--- config.mk ---
export PLATFORM = sky130hd
export DESIGN_NAME = multicycle_sequencer
export DESIGN_NICKNAME = d
export VERILOG_FILES = /design/src/rtl/seq_pkg.sv /design/src/rtl/seq_ctrl_decode.sv /design/src/rtl/multicycle_sequencer.sv
export SDC_FILE = /design/constraint.sdc
export NUM_CORES = 1
export LEC_CHECK = 0
export BUFFER_PORTS_ARGS = -buffer_cell sky130_fd_sc_hd__buf_4
export CAP_MARGIN = 10
export CELL_PAD_IN_SITES_DETAIL_PLACEMENT = 0
export CELL_PAD_IN_SITES_GLOBAL_PLACEMENT = 1
export CORE_MARGIN = 5
export CORE_UTILIZATION = 23
export DETAILED_ROUTE_END_ITERATION = 10
export GPL_ROUTABILITY_DRIVEN = 0
export GPL_TIMING_DRIVEN = 0
export PLACE_DENSITY = 0.86
export SYNTH_ARGS = -nofsm -noshare
export SYNTH_HDL_FRONTEND = slang
export SYNTH_SLANG_ARGS = --single-unit
--- constraint.sdc ---
create_clock -name clk -period 1.2 [get_ports clk]
set_input_delay 0.12 -clock clk [delete_from_list [all_inputs] [get_ports clk]]
set_output_delay 0.12 -clock clk [all_outputs]
set_load 0.02 [all_outputs]
--- src/rtl/seq_pkg.sv ---
// Shared state, opcode and control-word encodings for the multicycle sequencer.
package seq_pkg;

  localparam int CTRL_W = 16;

  typedef enum logic [3:0] {
    S_FETCH     = 4'd0,
    S_DECODE    = 4'd1,
    S_EXEC_R    = 4'd2,
    S_EXEC_I    = 4'd3,
    S_ALU_WB    = 4'd4,
    S_MEM_ADDR  = 4'd5,
    S_MEM_READ  = 4'd6,
    S_MEM_WB    = 4'd7,
    S_MEM_WRITE = 4'd8,
    S_BRANCH    = 4'd9,
    S_JUMP      = 4'd10,
    S_HALT      = 4'd11
  } state_e;

  typedef enum logic [2:0] {
    C_RTYPE, C_ITYPE, C_LW, C_SW, C_BNE, C_JUMP, C_HALT, C_ILLEGAL
  } op_class_e;

  localparam logic [5:0] OP_LW   = 6'b100000;
  localparam logic [5:0] OP_SW   = 6'b100001;
  localparam logic [5:0] OP_BNE  = 6'b110000;
  localparam logic [5:0] OP_J    = 6'b110001;
  localparam logic [5:0] OP_HALT = 6'b111111;

  // Bit positions inside ctrl_word; two-bit fields give their LSB.
  localparam int B_PCWRITECOND = 15;
  localparam int B_PCWRITE     = 14;
  localparam int B_IORD        = 13;
  localparam int B_MEMREAD     = 12;
  localparam int B_MEMWRITE    = 11;
  localparam int B_MEMTOREG    = 10;
  localparam int B_IRWRITE     = 9;
  localparam int B_PCSOURCE    = 7;
  localparam int B_ALUOP       = 5;
  localparam int B_ALUSRCB     = 3;
  localparam int B_ALUSRCA     = 2;
  localparam int B_REGWRITE    = 1;
  localparam int B_REGDST      = 0;

  localparam logic [1:0] ALUOP_ADD   = 2'b00;
  localparam logic [1:0] ALUOP_SUB   = 2'b01;
  localparam logic [1:0] ALUOP_RTYPE = 2'b10;
  localparam logic [1:0] ALUOP_ITYPE = 2'b11;

  localparam logic [1:0] SRCB_REG   = 2'b00;
  localparam logic [1:0] SRCB_FOUR  = 2'b01;
  localparam logic [1:0] SRCB_IMM   = 2'b10;
  localparam logic [1:0] SRCB_IMMSH = 2'b11;

  localparam logic [1:0] PCSRC_ALU    = 2'b00;
  localparam logic [1:0] PCSRC_TARGET = 2'b01;
  localparam logic [1:0] PCSRC_JUMP   = 2'b10;

  function automatic op_class_e op_class(input logic [5:0] op);
    op_class_e c;
    casez (op)
      6'b00????: c = C_RTYPE;
      6'b01????: c = C_ITYPE;
      OP_LW:     c = C_LW;
      OP_SW:     c = C_SW;
      OP_BNE:    c = C_BNE;
      OP_J:      c = C_JUMP;
      OP_HALT:   c = C_HALT;
      default:   c = C_ILLEGAL;
    endcase
    return c;
  endfunction

endpackage

--- src/rtl/seq_ctrl_decode.sv ---
// Combinational map from sequencer state to the packed datapath control word.
module seq_ctrl_decode
  import seq_pkg::*;
(
  input  state_e            state_i,
  input  logic              is_rtype_i,
  input  logic              mem_ready_i,
  output logic [CTRL_W-1:0] ctrl_word_o
);

  always_comb begin
    ctrl_word_o = '0;
    case (state_i)
      S_FETCH: begin
        // IR and PC update only on the cycle the instruction word arrives.
        ctrl_word_o[B_MEMREAD]      = 1'b1;
        ctrl_word_o[B_ALUSRCB +: 2] = SRCB_FOUR;
        ctrl_word_o[B_ALUOP +: 2]   = ALUOP_ADD;
        ctrl_word_o[B_IRWRITE]      = mem_ready_i;
        ctrl_word_o[B_PCWRITE]      = mem_ready_i;
      end
      S_DECODE: begin
        ctrl_word_o[B_ALUSRCB +: 2] = SRCB_IMMSH;
        ctrl_word_o[B_ALUOP +: 2]   = ALUOP_ADD;
      end
      S_EXEC_R: begin
        ctrl_word_o[B_ALUSRCA]      = 1'b1;
        ctrl_word_o[B_ALUSRCB +: 2] = SRCB_REG;
        ctrl_word_o[B_ALUOP +: 2]   = ALUOP_RTYPE;
      end
      S_EXEC_I: begin
        ctrl_word_o[B_ALUSRCA]      = 1'b1;
        ctrl_word_o[B_ALUSRCB +: 2] = SRCB_IMM;
        ctrl_word_o[B_ALUOP +: 2]   = ALUOP_ITYPE;
      end
      S_ALU_WB: begin
        ctrl_word_o[B_REGWRITE] = 1'b1;
        ctrl_word_o[B_REGDST]   = is_rtype_i;
      end
      S_MEM_ADDR: begin
        ctrl_word_o[B_ALUSRCA]      = 1'b1;
        ctrl_word_o[B_ALUSRCB +: 2] = SRCB_IMM;
        ctrl_word_o[B_ALUOP +: 2]   = ALUOP_ADD;
      end
      S_MEM_READ: begin
        ctrl_word_o[B_IORD]    = 1'b1;
        ctrl_word_o[B_MEMREAD] = 1'b1;
      end
      S_MEM_WB: begin
        ctrl_word_o[B_REGWRITE] = 1'b1;
        ctrl_word_o[B_MEMTOREG] = 1'b1;
      end
      S_MEM_WRITE: begin
        ctrl_word_o[B_IORD]     = 1'b1;
        ctrl_word_o[B_MEMWRITE] = 1'b1;
      end
      S_BRANCH: begin
        ctrl_word_o[B_ALUSRCA]       = 1'b1;
        ctrl_word_o[B_ALUSRCB +: 2]  = SRCB_REG;
        ctrl_word_o[B_ALUOP +: 2]    = ALUOP_SUB;
        ctrl_word_o[B_PCWRITECOND]   = 1'b1;
        ctrl_word_o[B_PCSOURCE +: 2] = PCSRC_TARGET;
      end
      S_JUMP: begin
        ctrl_word_o[B_PCWRITE]       = 1'b1;
        ctrl_word_o[B_PCSOURCE +: 2] = PCSRC_JUMP;
      end
      default: ctrl_word_o = '0;
    endcase
  end

endmodule

--- src/rtl/multicycle_sequencer.sv ---
// Multicycle control FSM sequencing the fetch/decode/execute datapath.
// Define SEQ_PERF_CNT_EN to build the cycle_count / instr_retired counters.
module multicycle_sequencer
  import seq_pkg::*;
#(
  parameter int MEM_TIMEOUT = 0,
  parameter int CTRL_WIDTH  = 16
) (
  input  logic                  clk,
  input  logic                  reset,
  input  logic [5:0]            opcode,
  input  logic                  alu_zero,
  input  logic                  mem_ready,
  output logic [CTRL_WIDTH-1:0] ctrl_word,
  output logic [3:0]            state_dbg,
  output logic                  halted,
  output logic                  illegal_op,
  output logic [31:0]           cycle_count,
  output logic [31:0]           instr_retired
);

  localparam bit          TMO_EN   = (MEM_TIMEOUT > 0);
  localparam logic [31:0] TMO_LAST = 32'(MEM_TIMEOUT - 1);

  state_e      state_q, state_d;
  logic        is_rtype_q, is_rtype_d;
  logic        illegal_q, illegal_d;
  logic [31:0] tmo_q, tmo_d;
  logic        wait_st, tmo_hit, retire;
  logic [CTRL_W-1:0] dec_word;

  // Branch resolution happens in the datapath, so the zero flag is not needed here.
  logic unused_alu_zero;
  assign unused_alu_zero = alu_zero;

  always_comb begin
    wait_st    = (state_q == S_FETCH) || (state_q == S_MEM_READ) || (state_q == S_MEM_WRITE);
    tmo_hit    = TMO_EN && wait_st && !mem_ready && (tmo_q == TMO_LAST);
    state_d    = state_q;
    illegal_d  = 1'b0;
    is_rtype_d = is_rtype_q;
    case (state_q)
      S_FETCH:     if (mem_ready) state_d = S_DECODE;
      S_DECODE: begin
        is_rtype_d = (opcode[5:4] == 2'b00);
        case (op_class(opcode))
          C_RTYPE: state_d = S_EXEC_R;
          C_ITYPE: state_d = S_EXEC_I;
          C_LW,
          C_SW:    state_d = S_MEM_ADDR;
          C_BNE:   state_d = S_BRANCH;
          C_JUMP:  state_d = S_JUMP;
          C_HALT:  state_d = S_HALT;
          default: begin
            state_d   = S_FETCH;
            illegal_d = 1'b1;
          end
        endcase
      end
      S_EXEC_R,
      S_EXEC_I:    state_d = S_ALU_WB;
      S_MEM_ADDR:  state_d = (opcode == OP_SW) ? S_MEM_WRITE : S_MEM_READ;
      S_MEM_READ:  if (mem_ready) state_d = S_MEM_WB;
      S_MEM_WRITE: if (mem_ready) state_d = S_FETCH;
      S_HALT:      state_d = S_HALT;
      default:     state_d = S_FETCH;
    endcase
    if (tmo_hit) begin
      state_d   = S_FETCH;
      illegal_d = 1'b1;
    end
    tmo_d  = (TMO_EN && wait_st && !mem_ready && !tmo_hit) ? tmo_q + 32'd1 : 32'd0;
    retire = (state_d == S_FETCH) &&
             ((state_q == S_ALU_WB) || (state_q == S_MEM_WB) || (state_q == S_MEM_WRITE) ||
              (state_q == S_BRANCH) || (state_q == S_JUMP));
  end

  always_ff @(posedge clk) begin
    if (reset) begin
      state_q    <= S_FETCH;
      is_rtype_q <= 1'b0;
      illegal_q  <= 1'b0;
      tmo_q      <= '0;
    end else begin
      state_q    <= state_d;
      is_rtype_q <= is_rtype_d;
      illegal_q  <= illegal_d;
      tmo_q      <= tmo_d;
    end
  end

  seq_ctrl_decode u_decode (
    .state_i     (state_q),
    .is_rtype_i  (is_rtype_q),
    .mem_ready_i (mem_ready),
    .ctrl_word_o (dec_word)
  );

  assign ctrl_word  = reset ? '0 : dec_word;
  assign state_dbg  = state_q;
  assign halted     = (state_q == S_HALT);
  assign illegal_op = illegal_q;

`ifdef SEQ_PERF_CNT_EN
  logic [31:0] cycle_q, retired_q;

  always_ff @(posedge clk) begin
    if (reset) begin
      cycle_q   <= '0;
      retired_q <= '0;
    end else begin
      cycle_q <= cycle_q + 32'd1;
      if (retire) retired_q <= retired_q + 32'd1;
    end
  end

  assign cycle_count   = cycle_q;
  assign instr_retired = retired_q;
`else
  logic unused_retire;
  assign unused_retire = retire;
  assign cycle_count   = '0;
  assign instr_retired = '0;
`endif

endmodule

==> impl_metrics.csv <==
group,metric,value,unit
synth,synth_seq_cells,6,
cts,cts_buffers,3,
synth,synth_cells,149,
setup_path,startpoint_type,"flip-flop",
sta,max_freq,686,MHz
setup_path,crit_type,"flip-flop to output pin",
sta,fin_setup_tns,-3840,ps
setup_path,slowest_delay,390,ps
placement,hpwl,2520,µm
flow_run,max_cap_viol_count,0,
synth,avgSynthCellArea,7.60,µm²
sta,setup_ws,-258,ps
sta,hold_violations,0,
sta,period_needed,1460,ps
setup_path,reg2reg_depth,7,
run_status,violations,"negative setup slack",
power,power_leakage,1.20,nW
synth,synth.distinct_cells,40,
grt,grt_max_degree,11,
synth,yosys-top-cells-area,"buf_4 42%, dfxtp_1 11%, buf_6 4.0%",
power,power_density,588,nW/µm²
power,finalPower,1.43,mW
setup_path,cp_slowest_cell,"or3_4",
cts,cts_hold_buffers,0,
drt,drt_iter0_drc,23,
cts,tritoncts,"built",
synth,ys_seq_area_share,10.6,%
synth,synth_top_area_share,42.4,%
sta,rsz0062_at_grt,"true",
synth,ys_async_sr_fraction,0,%
grt,grt_util_all_layers,9.80,%
setup_path,cp-startpoint,"state_dbg[0]",
placement,place_area,1860,µm²
cells_and_area,final_common_cell,"buf_4",
drt,antenna_left,0,
synth,syn_area,1130,µm²
cells_and_area,n_antenna_cell,0,
cts,root_buffer,"clkbuf_8",
floorplan,die_y,80.2,µm
floorplan,initial_core_util,23.8,%
placement,numPortBuffers,30,
cells_and_area,synthToLayoutAreaGrowth,115,%
floorplan,die_w,80.2,µm
grt,grt_pass1_wl,5040,µm
setup_path,cp-end-kind,"output pin",
cells_and_area,fillers,453,
drt,drcViolationCount,0,
drt,detail_route.wirelength,3640,µm
setup_path,worstPathRequired,1080,ps
synth,synth_edf_count,0,
floorplan,core,4750,µm²
setup_path,r2r_start,"state_dbg[0]",
setup_path,timing.rr.end,"state_dbg[1]",
synth,synthFlopType,"dfxtp_1",
floorplan,dieArea,6430,µm²
sta,slew_violations,0,
cts,h-tree-depth,1,
synth,synth_largest_area_cell,"buf_4",
grt,antenna_found_initial,0,
cells_and_area,drive_above_1_share,66.3,%
setup_path,critical_path_arrival,1340,ps
cells_and_area,final-seq-area,135,µm²
cells_and_area,design_area,2440,µm²
cells_and_area,final_cell_mix,"99 x buf_4, 64 x conb_1, 18 x buf_6",
cells_and_area,fin_nets,285,
power,vdd.ir_drop.worst,0.000238,V
drt,first_pass_iters,4,
sta,fin_crit_sh,121,%
grt,globalRouteOverflowTotal,0,
hold_path,hp-class,"primary input to flip-flop",
setup_path,cp_cell_sequence,"buf_8 > or3_4 > a21oi_4 > buf_6",
floorplan,rows,25,
synth,yosys_warnings,0,
floorplan,pin_count,96,
run_status,outcome,"complete, but fails checks",
cts,ctsLongestPathBuffers,2,
cts,path_clk_slew,40,ps
setup_path,r2r_slack,-190,ps
drt,num_vias,1200,
sta,setup_violations,23,
cells_and_area,multiInputGateArea,1030,µm²
cts,clock_latency,220,ps
drt,avgViaCountPerCell,3.53,
sta,skew,3.86,ps
cts,cts.sinks,6,
setup_path,crit_fanout,4,
grt,grt_pass1_vias,1106,
drt,wl_per_cell,10.7,µm
setup_path,setup.worst_path.end,"ctrl_word[14]",
worst max-delay path: cells and delay by family (launching register included):
family / cells / cell delay [ps]
flops: 1 / 350
simple gates: 1 / 390
buf+inv: 2 / 250
compound gates: 1 / 130
layout make-up:
class / instances / area share, %
multi-input combinational: 133 / 42.1
timing repair buffer: 59 / 23.6
buffer: 69 / 23.1
inverter: 3 / 0.462
tap: 67 / 3.44
clock buffer: 3 / 1.69
sequential: 6 / 5.54
cell usage after synthesis, types with 2 or more instances:
cell type and count:
nor3_1 6, a21oi_1 8, inv_1 3, nand2_1 3, buf_6 4, xnor2_1 2, nand2b_1 4, nor3b_1 2
nand3b_1 3, nor3_2 2, nor2_1 9, buf_4 64, and3_1 2, or3_1 2, nand3_1 5, dfxtp_1 6
power by group:
group	internal (mW)	switching, mW
logic	0.433	0.476
clock network	0.215	0.0864
registers	0.208	0.0164
total	0.856	0.579
through the flow:
stage          hold WS (ps)  worst slack (ps)  utilization (%)  std cells
3_5_place_dp            428              -148             39.1        309
4_1_cts                 180              -295             47.4        332
6_report                189              -258             51.3        340
3_3_place_gp            421              -144             39.1        309
2_1_floorplan           251              -129                -        212
5_1_grt                 187              -330             51.3        340
state kept, by name (all words and copies together) (netlist names):
name	flops
is_rtype_q	1
state_dbg	4
illegal_op	1
how the worst min path moves through the flow:
stage	from	end	slack (ps)	cells past startpoint
finish	opcode[5]	illegal_op	190	3
detailed placement	mem_ready	state_dbg[0]	430	3
global route	opcode[5]	illegal_op	190	3
CTS	mem_ready	state_dbg[0]	180	3
global placement	mem_ready	state_dbg[0]	420	3
floorplan	opcode[5]	illegal_op	250	2
kinds of logic after synthesis:
group,after synthesis,share of synthesized area (%)
AOI/OAI and AO/OA,20,12.3
DFF,6,10.6
muxes,2,1.88
other,1,0.331
and+or+nand+nor,45,24.3
xor gates and xnor gates,2,1.55
buffers and inverters,73,49.1
per-layer routing:
layer	vias up	share of wire, %	track usage, %
li1	626	-	-
met1	504	42	13.0
met2	65	49	15.0
met3	5	8.1	2.13
met4	0	1.4	4.56
met5	-	0	0
timing repair:
item                                    4_1_cts  5_1_grt
endpoints found under the setup margin       22       23
pin swaps                                    14       17
gates resized for setup                      38       28
buffers inserted                             21       10
cloned                                        0        0
(Power assumes the default switching activity.)
